<file path="config.mk">
export PLATFORM = sky130hd
export DESIGN_NAME = ex_mem_reg
export DESIGN_NICKNAME = d
export VERILOG_FILES = /design/src/rtl/ex_mem_reg.sv
export SDC_FILE = /design/constraint.sdc
export NUM_CORES = 1
export LEC_CHECK = 0
export CORE_MARGIN = 10
export CORE_UTILIZATION = 35
export DETAILED_ROUTE_END_ITERATION = 8
export MAX_ROUTING_LAYER = met4
export PLACE_DENSITY = 0.8
export SYNTH_ARGS = -nofsm -noshare
export SYNTH_HDL_FRONTEND = slang
export SYNTH_SLANG_ARGS = --single-unit
</file>
<file path="constraint.sdc">
create_clock -name clk -period 1.45 [get_ports clk]
set_clock_uncertainty 0.05 [all_clocks]
set_input_delay 0.3625 -clock clk [delete_from_list [all_inputs] [get_ports clk]]
set_output_delay 0.3625 -clock clk [all_outputs]
set_load 0.01 [all_outputs]
</file>
<file path="src/rtl/ex_mem_reg.sv">
// EX/MEM pipeline register: carries execute results and MEM/WB controls into MEM, with stall, flush and a squash counter.
// Optional macro EX_MEM_FLAGS_EN adds the ex_nzcv/mem_nzcv condition-flag path.
module ex_mem_reg #(
    parameter int DATA_W = 64,
    parameter int REG_W  = 5,
    parameter int CNT_W  = 8
) (
    input  logic              clk,
    input  logic              reset_n,
    input  logic              stall_i,
    input  logic              flush_i,
    input  logic              ex_valid,
    input  logic              ex_reg_write,
    input  logic              ex_mem_to_reg,
    input  logic              ex_mem_read,
    input  logic              ex_mem_write,
    input  logic              ex_branch,
    input  logic              ex_uncond_branch,
    input  logic              ex_zero,
    input  logic [DATA_W-1:0] ex_alu_result,
    input  logic [DATA_W-1:0] ex_write_data,
    input  logic [DATA_W-1:0] ex_branch_target,
    input  logic [REG_W-1:0]  ex_rd,
`ifdef EX_MEM_FLAGS_EN
    input  logic [3:0]        ex_nzcv,
    output logic [3:0]        mem_nzcv,
`endif
    output logic              mem_valid,
    output logic              mem_reg_write,
    output logic              mem_mem_to_reg,
    output logic              mem_mem_read,
    output logic              mem_mem_write,
    output logic              mem_branch,
    output logic              mem_uncond_branch,
    output logic              mem_zero,
    output logic [DATA_W-1:0] mem_alu_result,
    output logic [DATA_W-1:0] mem_write_data,
    output logic [DATA_W-1:0] mem_branch_target,
    output logic [REG_W-1:0]  mem_rd,
    output logic [CNT_W-1:0]  squash_count
);

    localparam logic [REG_W-1:0] XZR = REG_W'(31);

    function automatic logic [CNT_W-1:0] sat_inc(input logic [CNT_W-1:0] v);
        logic [CNT_W-1:0] one;
        one = {{(CNT_W-1){1'b0}}, 1'b1};
        return (&v) ? v : v + one;
    endfunction

    logic ld_reg_write;
    logic ld_mem_read;
    logic ld_mem_write;
    logic ld_branch;
    logic ld_uncond_branch;

    // Side-effecting controls are dropped for empty slots; writes to XZR are discarded.
    always_comb begin
        ld_reg_write     = ex_valid & ex_reg_write & (ex_rd != XZR);
        ld_mem_read      = ex_valid & ex_mem_read;
        ld_mem_write     = ex_valid & ex_mem_write;
        ld_branch        = ex_valid & ex_branch;
        ld_uncond_branch = ex_valid & ex_uncond_branch;
    end

    // EX -> MEM stage boundary
    always_ff @(posedge clk) begin
        if (!reset_n) begin
            mem_valid         <= 1'b0;
            mem_reg_write     <= 1'b0;
            mem_mem_to_reg    <= 1'b0;
            mem_mem_read      <= 1'b0;
            mem_mem_write     <= 1'b0;
            mem_branch        <= 1'b0;
            mem_uncond_branch <= 1'b0;
            mem_zero          <= 1'b0;
            mem_alu_result    <= '0;
            mem_write_data    <= '0;
            mem_branch_target <= '0;
            mem_rd            <= '0;
`ifdef EX_MEM_FLAGS_EN
            mem_nzcv          <= '0;
`endif
            squash_count      <= '0;
        end else if (flush_i) begin
            mem_valid         <= 1'b0;
            mem_reg_write     <= 1'b0;
            mem_mem_to_reg    <= 1'b0;
            mem_mem_read      <= 1'b0;
            mem_mem_write     <= 1'b0;
            mem_branch        <= 1'b0;
            mem_uncond_branch <= 1'b0;
            mem_zero          <= 1'b0;
            mem_alu_result    <= '0;
            mem_write_data    <= '0;
            mem_branch_target <= '0;
            mem_rd            <= '0;
`ifdef EX_MEM_FLAGS_EN
            mem_nzcv          <= '0;
`endif
            if (ex_valid) begin
                squash_count <= sat_inc(squash_count);
            end
        end else if (!stall_i) begin
            mem_valid         <= ex_valid;
            mem_reg_write     <= ld_reg_write;
            mem_mem_to_reg    <= ex_mem_to_reg;
            mem_mem_read      <= ld_mem_read;
            mem_mem_write     <= ld_mem_write;
            mem_branch        <= ld_branch;
            mem_uncond_branch <= ld_uncond_branch;
            mem_zero          <= ex_zero;
            mem_alu_result    <= ex_alu_result;
            mem_write_data    <= ex_write_data;
            mem_branch_target <= ex_branch_target;
            mem_rd            <= ex_rd;
`ifdef EX_MEM_FLAGS_EN
            mem_nzcv          <= ex_nzcv;
`endif
        end
    end

endmodule

</file>
== Word level (Yosys, flattened, before mapping) ==
Cells that the tools add are included.
Word-level totals
  latch bits: 0
  input bits: 209
  RAM bits: 0
  flip-flop bits (word level): 213
  bits in read-only memories: 0
  word-level logic and storage cells: 26
  memories: 0
Cells by class
  $add $sub $neg: 1
  reduce and logical (&&, ||, !) cells: 3
  shift operators: 0
  div/mod/pow operators: 0
  eq/ne operators: 1
  bitwise gates (word level): 8
  multipliers: 0
  $lt $le $gt $ge: 0
  multiplexer cells: 0
Operators with widths (count)
  $add A8 B1 Y8 const B: 1
  $reduce_and A8 Y1: 1
  $and A1 B1 Y1: 6
  $ne A5 B5 Y1 const B: 1
  $reduce_and A3 Y1: 1
  $not A1 Y1: 2
  $reduce_or A2 Y1: 1

== Longest topological paths before layout ==
Gate-level depths: netlist of run 1.
  word-level depth: 3
  depth in mapped cells: 6
  gate-level depth less buffers: 5

== Worst setup path after synthesis of run 1 ==
OpenSTA, ideal clock, no wires.
  path kind: register to register
  start: register squash_count[0]
  end: register squash_count[7]
  cell stages (with the launch flop): 7
  arrival time: 1.485 ns
  clock period less this slack: 1.650 ns
  data required time: 1.285 ns
  setup slack: -0.200 ns
  cell sequence: dfxtp_1 -> ha_1 -> and4_1 -> buf_6 -> a2111oi_4 -> xor2_1 -> and2_1
On the way
  word-level cells in the longest chain between the ends: 3
RTL lines
  start, declared: RTL line 40  | output logic [CNT_W-1:0] squash_count
  start signal, assigned: RTL line 102  | squash_count <= sat_inc(squash_count);
  branches (longest 3 deep; another with $add A8 B1 Y8)
Several ways; the timed one is not identified.
A chain may end at the register's enable or synchronous reset.

== Worst setup path in the final report of run 1 ==
  start: register squash_count[0]
  end: output port squash_count[0]
No word-level cell between the ends.

==> results.tsv, run 1 <==
stage	metric	value	unit
placement	port_buffers	421	
global_route	grt_pass1_wl	41500	µm
global_route	grt-ovfl-total	0	
power_and_ir_drop	p_int	0.0107	W
sta	layout_setup_ws	-0.0498	ns
route	ant_nets	0	
global_route	grt_usage	19.1	%
worst_setup_path	required	1.04	ns
synth	synth_nets	917	
final_layout	seq_area	4290	µm²
clocking	clk_pin_slew	0.06	ns
route	routed_wl	28000	µm
final_layout	fin_util	58.8	%
sta	timing.final.crit_share	103	%
route	wl_per_cell	19.3	µm
route	via_per_inst	4.64	
sta	setup_viol	4	
sta	post-route-min-period	1.50	ns
min_path	min_from	stall_i	
clocking	cts_hold_buf	0	
min_path	holdPathStages	4	
route	drt_first_iter_violations	275	
floorplanning	num_rows	53	
route	dr_total_vias	6729	
clocking	cts_buffers	23	
sta	rsz0062_at_grt	true	
synth	synth_cell_types	24	
sta	fmax	667	MHz
synth	yosys_warnings	0	
worst_setup_path	crit_fanout	2	
final_layout	reg.largest.list	mem_alu_result x64, mem_branch_target x64, mem_write_data x64	
sta	worst_pin_slew	0.263	ns
sta	maxSlewHeadroom	82.5	%
placement	pre_cts_slack	-0.269	ns
worst_setup_path	crit_chain	buf_6 -> buf_6	
global_route	grt_max_degree	29	
worst_setup_path	cp-end-kind	primary output	
power_and_ir_drop	p_per_area	1120	nW/µm²
synth	synth_seq_area_share	56.2	%
global_route	first_global_vias	7039	
clocking	root_buffer	clkbuf_16	
synth	synth_top_area_cell	dfxtp_1	
synth	yosys-top-cells-area	dfxtp_1 (56%), mux2i_1 (27%), nor2_1 (10%)	
synth	synth_edf_count	0	
synth	synth-seq-cells	213	
min_path	hold_end	mem_branch_target[13]	
clocking	tritoncts	yes	
route	drcViolationCount	0	
floorplanning	die-area	28000	µm²
outcome	status	complete, but fails checks	
worst_setup_path	critPathMostFrequentCell	buf_6	
power_and_ir_drop	power_frac_comb	13.0	%
route	drt_first_pass_iters	6	
final_layout	multi_input_area	3110	µm²
final_layout	drive_gt1_share	27.9	%
power_and_ir_drop	sw_frac_of_total	22.8	%
power_and_ir_drop	p_seq_share	44.1	%
clocking	cts_sinks	213	
synth	yosys-top-cells-count	dfxtp_1 (213), nor2_1 (205), mux2i_1 (201)	
worst_setup_path	crit_type	reg2out	
floorplanning	fp.dieH	167	µm
final_layout	nets	1370	
final_layout	fillerInstances	1810	
floorplanning	coreArea	21200	µm²
power_and_ir_drop	p_sw	0.00317	W
worst_setup_path	ff2ff_setup_slack	-0.03	ns
job	drv_cap	0	
clocking	ctsLongestPathBuffers	3	
floorplanning	pin_count	422	
placement	gp_congestion	0.804	
floorplanning	start_util	35.9	%
sta	finalHoldViolations	0	
synth	synthFlopType	dfxtp_1	
synth	avgSynthCellArea	10.7	µm²
worst_setup_path	r2r_cells	6	
worst_setup_path	cp-start-kind	flop	
worst_setup_path	r2r_start	squash_count[0]	
power_and_ir_drop	peakVddDrop	0.00115	V
worst_setup_path	worst_ep_arrival_time	1.09	ns
worst_setup_path	r2r_end	squash_count[7]	
synth	yosysMostFrequentCell	dfxtp_1	
clocking	h-tree-depth	1	
synth	synth_top_area_share	56.2	%
synth	netlist_instances	707	
synth	async_flop_share	0	%
outcome	violations	setup timing	
worst_setup_path	critPathSlowestCell	dfxtp_4	
sta	drv_slew	0	
final_layout	synthToLayoutAreaGrowth	63.9	%
power_and_ir_drop	leakage	6.05	nW
min_path	hold_class	in2reg	
placement	dp_hpwl	22000	µm
floorplanning	dieWidth	167	µm
worst_setup_path	slowest_delay	0.35	ns
synth	synth.cell_area	7590	µm²
sta	setup_tns	-0.155	ns
power_and_ir_drop	clkPwrFrac	42.9	%
global_route	antenna_found_initial	0	
clocking	clk_latency	0.50	ns
final_layout	antenna_cells	0	
## per-layer routing
layer | global-route usage, % | vias to the layer above | wire length [µm]
met5 | - | - | 0
met3 | 6.95 | 42 | 2580
met1 | 20.2 | 3117 | 11000
met2 | 33.2 | 306 | 13800
li1 | - | 3264 | -
met4 | 4.77 | 0 | 650
## kinds of logic (layout without fill, tap and decap cells)
family          count (synthesis)  after routing  share of synthesized area (%)
buf+inv                        47            515                           3.17
simple gates                  228            228                           12.0
mux                           201            201                           26.5
flops                         213            213                           56.2
compound gates                 11             11                           1.30
fa+ha+maj                       1              1                          0.165
xor+xnor                        6              6                          0.693
## through the flow
step	hold WS, ns	total power, W	instance area (µm²)	cells
floorplan	0.433	0.00696	7600	707
global placement	0.421	0.00819	12600	1407
detailed placement	0.428	0.00823	12600	1407
CTS	0.231	0.0141	12400	1449
global route	0.264	0.0144	12400	1450
finish	0.257	0.0139	12400	1450
## layout make-up
class                   instances  area share, %
multi-input cells             447           25.0
clock buffers                  32           5.46
repair buffers                475           31.5
clock inverters                 8          0.775
flip-flops and latches        213           34.5
well taps                     275           2.77
## power by group through the flow
stage / logic [W] / clock network, W / registers, W
floorplan: 0.000612 / 0 / 0.00635
global placement: 0.00193 / 0 / 0.00626
detailed placement: 0.00196 / 0 / 0.00627
CTS: 0.00181 / 0.00612 / 0.00613
global route: 0.00193 / 0.00633 / 0.00615
finish: 0.00180 / 0.00597 / 0.00613
## timing repair
item                       in CTS  in global routing
buffers inserted                2                  1
pin swaps                       6                  6
resized for setup             872                 26
setup endpoints to repair     218                 26
hold endpoints to repair        0                  0
## cells in the final DEF, fill, tap and decap left out, drive strengths merged, types with 2 or more instances in the layout
cell / synthesis / layout
and2: 6 / 6
mux2i: 201 / 201
bufinv: 0 / 2
clkinv: 0 / 5
nor2: 205 / 205
buf: 39 / 268
clkdlybuf4s50: 0 / 207
clkbuf: 8 / 32
dfxtp: 213 / 213
nand2: 4 / 4
a211oi: 3 / 3
and3: 2 / 2
xor2: 6 / 6
nor2b: 2 / 2
a22oi: 4 / 4
a21oi: 2 / 2
nand2b: 2 / 2
nand3: 4 / 4
## how the worst max path moves through the flow
stage	start	to	slack [ns]
finish	squash_count[0]	squash_count[0]	-0.05
floorplan	squash_count[0]	squash_count[7]	-0.05
detailed placement	ex_valid	squash_count[5]	-0.27
global route	squash_count[0]	squash_count[7]	-0.10
global placement	flush_i	squash_count[5]	-0.22
CTS	squash_count[0]	squash_count[7]	-0.11
## worst max-delay path: cells and delay by family, from the launching register on
kind / cells / cell delay [ns]
buf+inv: 2 / 0.23
flops: 1 / 0.35
(Power assumes the default switching activity.)
==> run 2: changes to the inputs <==
==> config.mk (replaced) <==
export PLATFORM = sky130hd
export DESIGN_NAME = ex_mem_reg
export DESIGN_NICKNAME = d
export VERILOG_FILES = /design/src/rtl/ex_mem_reg.sv
export SDC_FILE = /design/constraint.sdc
export NUM_CORES = 1
export LEC_CHECK = 0
export CORE_AREA = 2 2 164 166
export DETAILED_ROUTE_END_ITERATION = 8
export DIE_AREA = 0 0 166 168
export GPL_TIMING_DRIVEN = 0
export MAX_ROUTING_LAYER = met4
export PLACE_DENSITY = 0.66
export SYNTH_ARGS = -nofsm -noshare
export SYNTH_HDL_FRONTEND = slang
export SYNTH_SLANG_ARGS = --single-unit
==> run 2 against run 1 <==
Against the previous run:
- the run still ends with setup timing left
- maximum frequency decreased by 1.4%
- setup slack got worse by 0.021 ns
- hold slack better by 0.095 ns
- final area decreased by 0.12%
- final cell count rose by 5.0%
- clock power rose by 11%
==> results.tsv, run 2 (synthesis results as in run 1) <==
stage	metric	value	unit
job	drv_cap	0	
route	drt_first_iter_violations	320	
placement	dp_hpwl	19900	µm
route	wl_per_cell	17.1	µm
clocking	cts_hold_buf	0	
power_and_ir_drop	leakage	5.97	nW
sta	post-route-min-period	1.52	ns
final_layout	final_cells	1523	
sta	finalHoldViolations	0	
sta	layout_setup_ws	-0.0712	ns
global_route	grt-ovfl-total	0	
floorplanning	fp.dieH	168	µm
final_layout	final_cell_mix	buf_2 (208), nor2_1 (205), clkdlybuf4s50_1 (205)	
outcome	status	complete, but fails checks	
power_and_ir_drop	p_per_area	1160	nW/µm²
clocking	h-tree-depth	1	
clocking	clk_pin_slew	0.06	ns
placement	pre_cts_slack	-1.38	ns
route	routed_wl	26000	µm
route	dr_total_vias	6669	
final_layout	drive_gt1_share	30.5	%
clocking	cts_buffers	25	
global_route	antenna_found_initial	1	
power_and_ir_drop	peakVddDrop	0.000723	V
final_layout	mostFrequentLayoutCell	buf_2	
worst_setup_path	crit_fanout	4	
route	drt_first_pass_iters	4	
clocking	tritoncts	yes	
global_route	first_global_vias	6740	
clocking	ctsLongestPathBuffers	3	
worst_setup_path	cp-end-kind	primary output	
sta	fmax	657	MHz
sta	drv_slew	0	
sta	whs	0.352	ns
global_route	grt_max_degree	14	
global_route	grt_usage	18.4	%
worst_setup_path	r2r_start	squash_count[0]	
floorplanning	dieWidth	166	µm
final_layout	reg.largest.list	mem_alu_result x64, mem_branch_target x64, mem_write_data x64	
final_layout	synthToLayoutAreaGrowth	63.7	%
min_path	hold_class	in2reg	
outcome	violations	setup timing	
worst_setup_path	ff2ff_setup_slack	0.02	ns
sta	worst_pin_slew	0.558	ns
floorplanning	start_util	28.8	%
floorplanning	die-area	27900	µm²
sta	setup_viol	2	
final_layout	nets	1373	
min_path	min_from	stall_i	
placement	gp_congestion	0.783	
worst_setup_path	crit_type	reg2out	
clocking	root_buffer	clkbuf_16	
route	via_per_inst	4.38	
worst_setup_path	startpoint	squash_count[0]	
route	drcViolationCount	0	
floorplanning	coreArea	26400	µm²
worst_setup_path	cp-start-kind	flop	
placement	dp_cells	1468	
clocking	cts_sinks	213	
floorplanning	num_rows	60	
sta	maxSlewHeadroom	62.8	%
sta	timing.final.crit_share	105	%
worst_setup_path	required	1.04	ns
final_layout	design_area	12400	µm²
global_route	grt_pass1_wl	39200	µm
worst_setup_path	worst_ep_arrival_time	1.11	ns
floorplanning	pin_count	422	
sta	rsz0062_at_grt	true	
placement	dpl_cell_area	12200	µm²
clocking	clk_latency	0.51	ns
placement	port_buffers	420	
route	ant_nets	0	
sta	setup_tns	-0.134	ns
run 2: power breakdown:
part | switching, W | total (W) | internal [W] | leakage (nW)
logic | 0.000698 | 0.00167 | 0.000971 | 3.78
clock network | 0.00252 | 0.00660 | 0.00408 | 0.435
registers | 0.0000975 | 0.00614 | 0.00604 | 1.76
run 2: stage by stage:
step / power (W) / util (%)
after floorplan: 0.00696 / -
after global placement: 0.00807 / 46.4
after detailed placement: 0.00809 / 46.4
after CTS: 0.0146 / 46.4
after global routing: 0.0150 / 47.1
final: 0.0144 / 47.1
run 2: critical path: stages (launching register included):
cell     delay (ns)
dfxtp_4        0.36
buf_6          0.12
buf_6          0.12
run 2: worst paths after layout:
kind,to,cells after the start
worst max-delay path,squash_count[0],2
worst min-delay path,mem_valid,4
worst max register to register,squash_count[7],5
worst min register to register,mem_alu_result[53],2
run 2: layer usage:
| layer | routed length, µm | part of all wire (%) | vias up | track usage, % |
|---|---|---|---|---|
| li1 | - | - | 3280 | - |
| met1 | 10200 | 39 | 3065 | 20.1 |
| met2 | 12800 | 49 | 299 | 32.1 |
| met3 | 2690 | 10 | 25 | 7.01 |
| met4 | 367 | 1.4 | 0 | 3.55 |
| met5 | 0 | 0 | - | - |
run 2: timing repair:
action	4_1_cts	5_1_grt
cloned	0	0
setup endpoints to repair	426	50
buffers inserted	9	2
pin swaps	3	4
gates resized for setup	913	54
run 2: area by class of cell:
cell class | instances | area [µm²]
Sequential cell | 213 | 4330
Tap cell | 341 | 427
Clock inverter | 16 | 193
Antenna cell | 1 | 2.50
Clock buffer | 29 | 681
Multi-Input combinational cell | 447 | 3140
Timing Repair Buffer | 431 | 3420
Fill cell | 2519 | 13900
Buffer | 45 | 233
